[config.mk]
export PLATFORM = sky130hd
export DESIGN_NAME = pt_responder
export DESIGN_NICKNAME = d
export VERILOG_FILES = /design/src/rtl/pt_responder_pkg.sv /design/src/rtl/pt_responder_timeout.sv /design/src/rtl/pt_responder.sv
export SDC_FILE = /design/constraint.sdc
export NUM_CORES = 1
export LEC_CHECK = 0
export ABC_AREA = 1
export BUFFER_PORTS_ARGS = -buffer_cell sky130_fd_sc_hd__buf_4
export CORE_MARGIN = 5
export CORE_UTILIZATION = 45
export DETAILED_ROUTE_END_ITERATION = 8
export PLACE_DENSITY = 0.71
export SLEW_MARGIN = 20
export SYNTH_ARGS = -nofsm -noshare
export SYNTH_HDL_FRONTEND = slang
export SYNTH_SLANG_ARGS = --single-unit
[constraint.sdc]
create_clock -name clk -period 1.5 [get_ports clk]
set_input_delay 0.15 -clock clk [delete_from_list [all_inputs] [get_ports clk]]
set_output_delay 0.15 -clock clk [all_outputs]
set_load 0.05 [all_outputs]
[src/rtl/pt_responder_pkg.sv]
// Shared types and constants for the page-table-walk responder.
package pt_responder_pkg;

  // Transaction sequencer states
  typedef enum logic [2:0] {
    ST_IDLE    = 3'd0,
    ST_RD      = 3'd1,
    ST_WR      = 3'd2,
    ST_RD_RESP = 3'd3,
    ST_WR_DONE = 3'd4
  } state_e;

  localparam int unsigned PT_ENTRIES_DEF = 256;
  localparam logic [7:0]  PTE_INVALID    = 8'h00;

  // PTE bit positions as seen by the MMU
  localparam int PTE_VALID_BIT = 7;
  localparam int PTE_USER_BIT  = 6;
  localparam int PTE_WRITE_BIT = 5;
  localparam int PTE_EXEC_BIT  = 4;

  // True when addr lies in [base, base+entries) with 16-bit wraparound
  function automatic logic in_window(input logic [15:0] addr,
                                     input logic [15:0] base,
                                     input int unsigned entries);
    logic [15:0] off;
    off = addr - base;
    return {16'b0, off} < entries;
  endfunction

endpackage

[src/rtl/pt_responder_timeout.sv]
// Loadable down-counter bounding one memory transaction.
module pt_responder_timeout #(
  parameter int CYCLES = 64
) (
  input  logic clk,
  input  logic rst_n,
  input  logic load,
  input  logic en,
  output logic expire
);

  localparam int CW = $clog2(CYCLES);

  logic [CW-1:0] cnt_q, cnt_d;

  // Reload while idle so a fresh transaction starts at CYCLES-1; count down on each waiting cycle
  always_comb begin
    cnt_d = cnt_q;
    if (load)
      cnt_d = CW'(CYCLES - 1);
    else if (en && (cnt_q != '0))
      cnt_d = cnt_q - CW'(1);
  end

  // Counter register
  always_ff @(posedge clk or negedge rst_n) begin
    if (!rst_n) cnt_q <= '0;
    else        cnt_q <= cnt_d;
  end

  // Expires in the CYCLES-th waiting cycle; the caller gives a same-cycle ack priority
  assign expire = en && (cnt_q == '0);

endmodule

[src/rtl/pt_responder.sv]
// Memory-side responder for the MMU page-table-walk port: PTE reads, PTE
// write-through updates with TLB flush detection, and transaction timeouts.
module pt_responder
  import pt_responder_pkg::*;
#(
  parameter int          TIMEOUT_CYCLES = 64,
  parameter int unsigned PT_ENTRIES     = PT_ENTRIES_DEF
) (
  input  logic        clk,
  input  logic        rst_n,
  input  logic [15:0] pt_addr,
  input  logic        pt_read,
  output logic [7:0]  pt_data,
  output logic        pt_ready,
  input  logic [15:0] page_table_base,
  input  logic        upd_valid,
  input  logic [15:0] upd_addr,
  input  logic [7:0]  upd_data,
  output logic        upd_ready,
  output logic        tlb_flush,
  output logic        mem_req,
  output logic        mem_we,
  output logic [15:0] mem_addr,
  output logic [7:0]  mem_wdata,
  input  logic [7:0]  mem_rdata,
  input  logic        mem_ack,
  input  logic        err_clear,
  output logic        err_timeout,
  output logic        err_overrun
);

  state_e      state_q, state_d;
  logic        rd_pend_q, rd_pend_d;
  logic [15:0] rd_addr_q, rd_addr_d;
  logic [7:0]  pt_data_q, pt_data_d;
  logic        pt_ready_q, pt_ready_d;
  logic        upd_ready_q, upd_ready_d;
  logic        tlb_flush_q, tlb_flush_d;
  logic        mem_req_q, mem_req_d;
  logic        mem_we_q, mem_we_d;
  logic [15:0] mem_addr_q, mem_addr_d;
  logic [7:0]  mem_wdata_q, mem_wdata_d;
  logic        err_timeout_q, err_timeout_d;
  logic        err_overrun_q, err_overrun_d;
  logic        expire;

  pt_responder_timeout #(.CYCLES(TIMEOUT_CYCLES)) u_timeout (
    .clk    (clk),
    .rst_n  (rst_n),
    .load   (state_q == ST_IDLE),
    .en     (mem_req_q && !mem_ack),
    .expire (expire)
  );

  // Next-state and registered-output computation for the sequencer
  always_comb begin
    state_d       = state_q;
    rd_pend_d     = rd_pend_q;
    rd_addr_d     = rd_addr_q;
    pt_data_d     = pt_data_q;
    pt_ready_d    = 1'b0;
    upd_ready_d   = 1'b0;
    tlb_flush_d   = 1'b0;
    mem_req_d     = mem_req_q;
    mem_we_d      = mem_we_q;
    mem_addr_d    = mem_addr_q;
    mem_wdata_d   = mem_wdata_q;
    err_timeout_d = err_timeout_q & ~err_clear;
    err_overrun_d = err_overrun_q & ~err_clear;

    // Single-entry read capture; a second request while one is pending is lost
    if (pt_read) begin
      if (rd_pend_q) begin
        err_overrun_d = 1'b1;
      end else begin
        rd_pend_d = 1'b1;
        rd_addr_d = pt_addr;
      end
    end

    case (state_q)
      ST_IDLE: begin
        if (rd_pend_q) begin
          state_d    = ST_RD;
          mem_req_d  = 1'b1;
          mem_we_d   = 1'b0;
          mem_addr_d = rd_addr_q;
        end else if (upd_valid && !pt_read) begin
          // A read arriving this cycle beats a waiting update
          state_d     = ST_WR;
          mem_req_d   = 1'b1;
          mem_we_d    = 1'b1;
          mem_addr_d  = upd_addr;
          mem_wdata_d = upd_data;
        end
      end
      ST_RD: begin
        if (mem_ack || expire) begin
          pt_data_d  = mem_ack ? mem_rdata : PTE_INVALID;
          state_d    = ST_RD_RESP;
          mem_req_d  = 1'b0;
          pt_ready_d = 1'b1;
          if (!mem_ack) err_timeout_d = 1'b1;
        end
      end
      ST_RD_RESP: begin
        rd_pend_d = 1'b0;
        state_d   = ST_IDLE;
      end
      ST_WR: begin
        if (mem_ack || expire) begin
          state_d     = ST_WR_DONE;
          mem_req_d   = 1'b0;
          mem_we_d    = 1'b0;
          upd_ready_d = 1'b1;
          // The write landed (or was abandoned) either way, so stale TLB entries must go
          tlb_flush_d = in_window(mem_addr_q, page_table_base, PT_ENTRIES);
          if (!mem_ack) err_timeout_d = 1'b1;
        end
      end
      ST_WR_DONE: begin
        state_d = ST_IDLE;
      end
      default: begin
        state_d   = ST_IDLE;
        mem_req_d = 1'b0;
        mem_we_d  = 1'b0;
      end
    endcase
  end

  // State and output registers; async reset discards any transaction in flight
  always_ff @(posedge clk or negedge rst_n) begin
    if (!rst_n) begin
      state_q       <= ST_IDLE;
      rd_pend_q     <= 1'b0;
      rd_addr_q     <= '0;
      pt_data_q     <= '0;
      pt_ready_q    <= 1'b0;
      upd_ready_q   <= 1'b0;
      tlb_flush_q   <= 1'b0;
      mem_req_q     <= 1'b0;
      mem_we_q      <= 1'b0;
      mem_addr_q    <= '0;
      mem_wdata_q   <= '0;
      err_timeout_q <= 1'b0;
      err_overrun_q <= 1'b0;
    end else begin
      state_q       <= state_d;
      rd_pend_q     <= rd_pend_d;
      rd_addr_q     <= rd_addr_d;
      pt_data_q     <= pt_data_d;
      pt_ready_q    <= pt_ready_d;
      upd_ready_q   <= upd_ready_d;
      tlb_flush_q   <= tlb_flush_d;
      mem_req_q     <= mem_req_d;
      mem_we_q      <= mem_we_d;
      mem_addr_q    <= mem_addr_d;
      mem_wdata_q   <= mem_wdata_d;
      err_timeout_q <= err_timeout_d;
      err_overrun_q <= err_overrun_d;
    end
  end

  assign pt_data     = pt_data_q;
  assign pt_ready    = pt_ready_q;
  assign upd_ready   = upd_ready_q;
  assign tlb_flush   = tlb_flush_q;
  assign mem_req     = mem_req_q;
  assign mem_we      = mem_we_q;
  assign mem_addr    = mem_addr_q;
  assign mem_wdata   = mem_wdata_q;
  assign err_timeout = err_timeout_q;
  assign err_overrun = err_overrun_q;

endmodule

==> flow_metrics.py <==
metrics = {
    "sta": {
        "max_slew_margin_pct": 80.2,
        "final.setup.worst_slack_ns": -0.270,
        "timing.clock.skew_ns": 0.00924,
        "timing.final.hold_violations": 0,
        "finalHoldWorstSlack_ns": 0.0247,
        "setup_total_negative_slack_ns": -4.89,
        "worst_slew_pin_slew_ns": 0.295,
        "min_period_over_period_pct": 118,
        "rsz0062_at_grt": "true",
        "final_max_slew_viol_count": 0,
        "max_freq_mhz": 565,
        "fin_crit_ns": 1.77,
        "setup_viol_count_final": 26,
    },
    "clock_network": {
        "cts_buffers": 9,
        "clkSlewWorstSetupHoldPaths_ns": 0.08,
        "maximum_clock_path_buffer_count": 2,
        "cts_htree_levels": 3,
        "clkSinkCount": 65,
        "root_buffer": "sky130_fd_sc_hd__clkbuf_8",
        "tritoncts_clock_tree": "yes",
        "source_to_sink_clock_delay_at_the_later_pin_of_the_worst_skew_pair_ns": 0.35,
    },
    "grt": {
        "grt_start_max_net_pins": 35,
        "grt_pass1_wl_mm": 18.2,
        "grt_antenna_before_repair": 0,
        "grt.overflow.total": 0,
        "grt_util_all_layers_pct": 22.3,
        "first_global_vias": 3844,
    },
    "cells_and_area": {
        "syn2layout_area_growth_pct": 61.6,
        "final_common_cell": "sky130_fd_sc_hd__buf_4",
        "sequential_cell_area_um2": 1650,
        "most-common-layout-cells": "sky130_fd_sc_hd__buf_4, sky130_fd_sc_hd__nand2_1, sky130_fd_sc_hd__inv_1",
        "drive_above_1_share_pct": 53.3,
        "multiInputGateArea_um2": 2400,
        "n_antenna_cell": 0,
        "finish.utilization_pct": 75.2,
        "layout.filler_cells": 544,
        "nNetsFinal": 734,
        "fin_area_um2": 6210,
    },
    "yosys": {
        "yosys_warnings": 0,
        "post-synth-top-area-cell": "sky130_fd_sc_hd__dfrtp_1",
        "synthDominantCellAreaShare_pct": 42.3,
        "synthCells": 452,
        "synth.top_cells.by_area": "sky130_fd_sc_hd__dfrtp_1, sky130_fd_sc_hd__nand2_1, sky130_fd_sc_hd__inv_1",
        "netlist_area_um2": 3840,
        "yosysSeqAreaShare_pct": 42.3,
        "ys_ff_latch": 65,
        "synth_area_per_cell_um2": 8.50,
        "synth_nets": 538,
        "synth_cell_type_count": 36,
    },
    "run": {
        "max_cap_violations": 0,
    },
    "setup_path": {
        "timing.critical_path.slowest_cell_delay_ns": 0.46,
        "startpoint_type": "flop",
        "reg2reg_to": "mem_addr[1]",
        "worstSetupEndpointType": "flop",
        "timing.critical_path.max_delay_family": "simple AND/OR/NAND/NOR gates",
        "slowest_stage_cell_on_the_critical_path": "sky130_fd_sc_hd__dfrtp_2",
        "worstSetupPathType": "reg -> reg",
        "worst-endpoint-required_ns": 1.73,
        "cp_data_arrival_time_ns": 2.00,
        "dominant_cell_type_by_count_on_the_critical_path": "sky130_fd_sc_hd__nor2_4",
        "critical_path_peak_fanout": 7,
        "critPathBufInv": 3,
        "r2r_setup_slk_ns": -0.27,
        "crit-reg2reg-launch": "state_q[1]",
        "ff2ff_path_depth": 10,
        "cp_cell_sequence": "nor3_4 -> inv_4 -> nor2_8 -> nand2_4 -> o21ai_4 -> nor2_4 -> buf_12 -> buf_8 -> nor2_4 -> a31oi_4",
    },
    "die": {
        "die_area_um2": 10500,
        "number_of_core_rows": 33,
        "height_of_the_die_um": 102,
        "die_width_um": 102,
        "top_ports": 109,
        "initial_core_util_pct": 46.5,
        "core_region_area_um2": 8260,
    },
    "routing": {
        "route.detailed.drc": 0,
        "drt-wirelength-per-cell_um": 16.9,
        "route.detailed.vias_per_inst": 5.25,
        "drt_pass1_iterations": 5,
        "wl_mm": 12.8,
        "final_antenna_net_count": 0,
        "dr_total_vias": 3980,
        "drtIter0Drc": 208,
    },
    "power": {
        "power-per-cell-area_nw_per_um2": 2400,
        "worst_ir_drop_vdd_mv": 1.30,
        "power.static_leakage_nw": 3.05,
        "power.total_mw": 14.9,
    },
    "hold_path": {
        "hold_depth": 3,
        "hold_path_startpoint": "mem_rdata[2]",
        "holdCritPathClass": "in -> reg",
        "min_delay_worst_endpoint": "pt_data[2]",
    },
    "place": {
        "port_buffers": 108,
        "detailed_place_hpwl_mm": 8.58,
        "gp_routability_congestion": 0.916,
        "post_dp_cell_area_um2": 5370,
    },
    "status": {
        "failed_checks": "setup timing",
        "result_of_the_run": "complete, but fails checks",
    },
}
logic make-up (layout without fill, tap and decap cells):
kind of cell             count (synthesis)  count (layout)  synth area share (%)
XOR/XNOR                                 1               1                 0.228
adder cells (fa/ha/maj)                 16              16                  5.21
flip-flops                              65              65                  42.3
AND/OR/NAND/NOR                        221             222                  26.7
AO/OA/AOI/OAI                           53              53                  10.6
buffers and inverters                   72             272                  7.98
multiplexers                            24              24                  7.03
flip-flops by register name, indices dropped and copies added (netlist names):
register / count
tlb_flush: 1
upd_ready: 1
rd_addr_q: 16
err_overrun: 1
pt_data: 8
mem_wdata: 8
mem_req: 1
pt_ready: 1
mem_we: 1
mem_addr: 16
u_timeout.cnt_q: 6
rd_pend_q: 1
state_q: 3
err_timeout: 1
per-stage QoR:
step	setup WS (ns)	std cells
floorplan	-0.135	452
global placement	-0.192	711
detailed placement	-0.162	711
CTS	-0.159	749
global route	-0.423	758
finish	-0.270	758
area by class of cell:
class / instances / share of cell area, %
well taps: 105 / 2.12
flip-flops and latches: 65 / 26.5
repair buffers: 193 / 25.2
repair inverters: 1 / 0.121
clock buffers: 11 / 2.44
multi-input cells: 316 / 38.7
inverters: 62 / 3.95
clock inverters: 5 / 0.967
synthesized netlist by cell type, drive strengths merged:
master / instances
mux2: 24
a21oi: 13
o21ai: 19
clkbuf: 2
nand4: 4
o22ai: 3
nand2: 132
and2: 2
buf: 8
a31oi: 16
nand3b: 3
xnor2: 1
nor3: 6
nor2: 47
clkinv: 1
nand3: 27
o211ai: 1
ha: 16
a22oi: 1
dfrtp: 65
inv: 61
routing by layer:
layer | part of all wire (%) | vias to the layer above | track usage [%]
met2 | 51 | 161 | 36.8
met5 | 0 | - | 0
met4 | 2.9 | 0 | 7.06
met3 | 5.4 | 41 | 5.53
met1 | 40 | 1922 | 29.0
li1 | - | 1856 | -
tightest hold or removal path: stages:
cell,delay [ns]
sky130_fd_sc_hd__buf_4,0.08
sky130_fd_sc_hd__nand3_1,0.06
sky130_fd_sc_hd__nand2_1,0.06
report_power, final:
part,internal [mW],leakage [nW],switching (mW),total (mW)
combinational,4.30,2.19,5.83,10.1
sequential,2.57,0.750,0.623,3.20
clock,0.867,0.106,0.738,1.61
total,7.74,3.05,7.19,14.9
what timing repair did:
action / in CTS / in global routing
setup buffers: 14 / 12
hold buffers: 7 / 0
hold endpoints to repair: 55 / 0
endpoints found under the setup margin: 34 / 36
gates cloned: 1 / 2
pin swaps: 8 / 16
resized for setup: 37 / 62
worst max path at each step:
stage,start,to,depth (start not counted),slack (ns)
after detailed placement,u_timeout.cnt_q[1],mem_addr[1],9,-0.16
after global placement,mem_addr[8],tlb_flush,11,-0.19
after floorplan,mem_addr[12],tlb_flush,10,-0.13
after global routing,mem_addr[3],tlb_flush,13,-0.42
after CTS,u_timeout.cnt_q[1],mem_addr[8],9,-0.16
final,state_q[1],mem_addr[1],10,-0.27
Note: power is estimated with default switching activity, not from simulation.
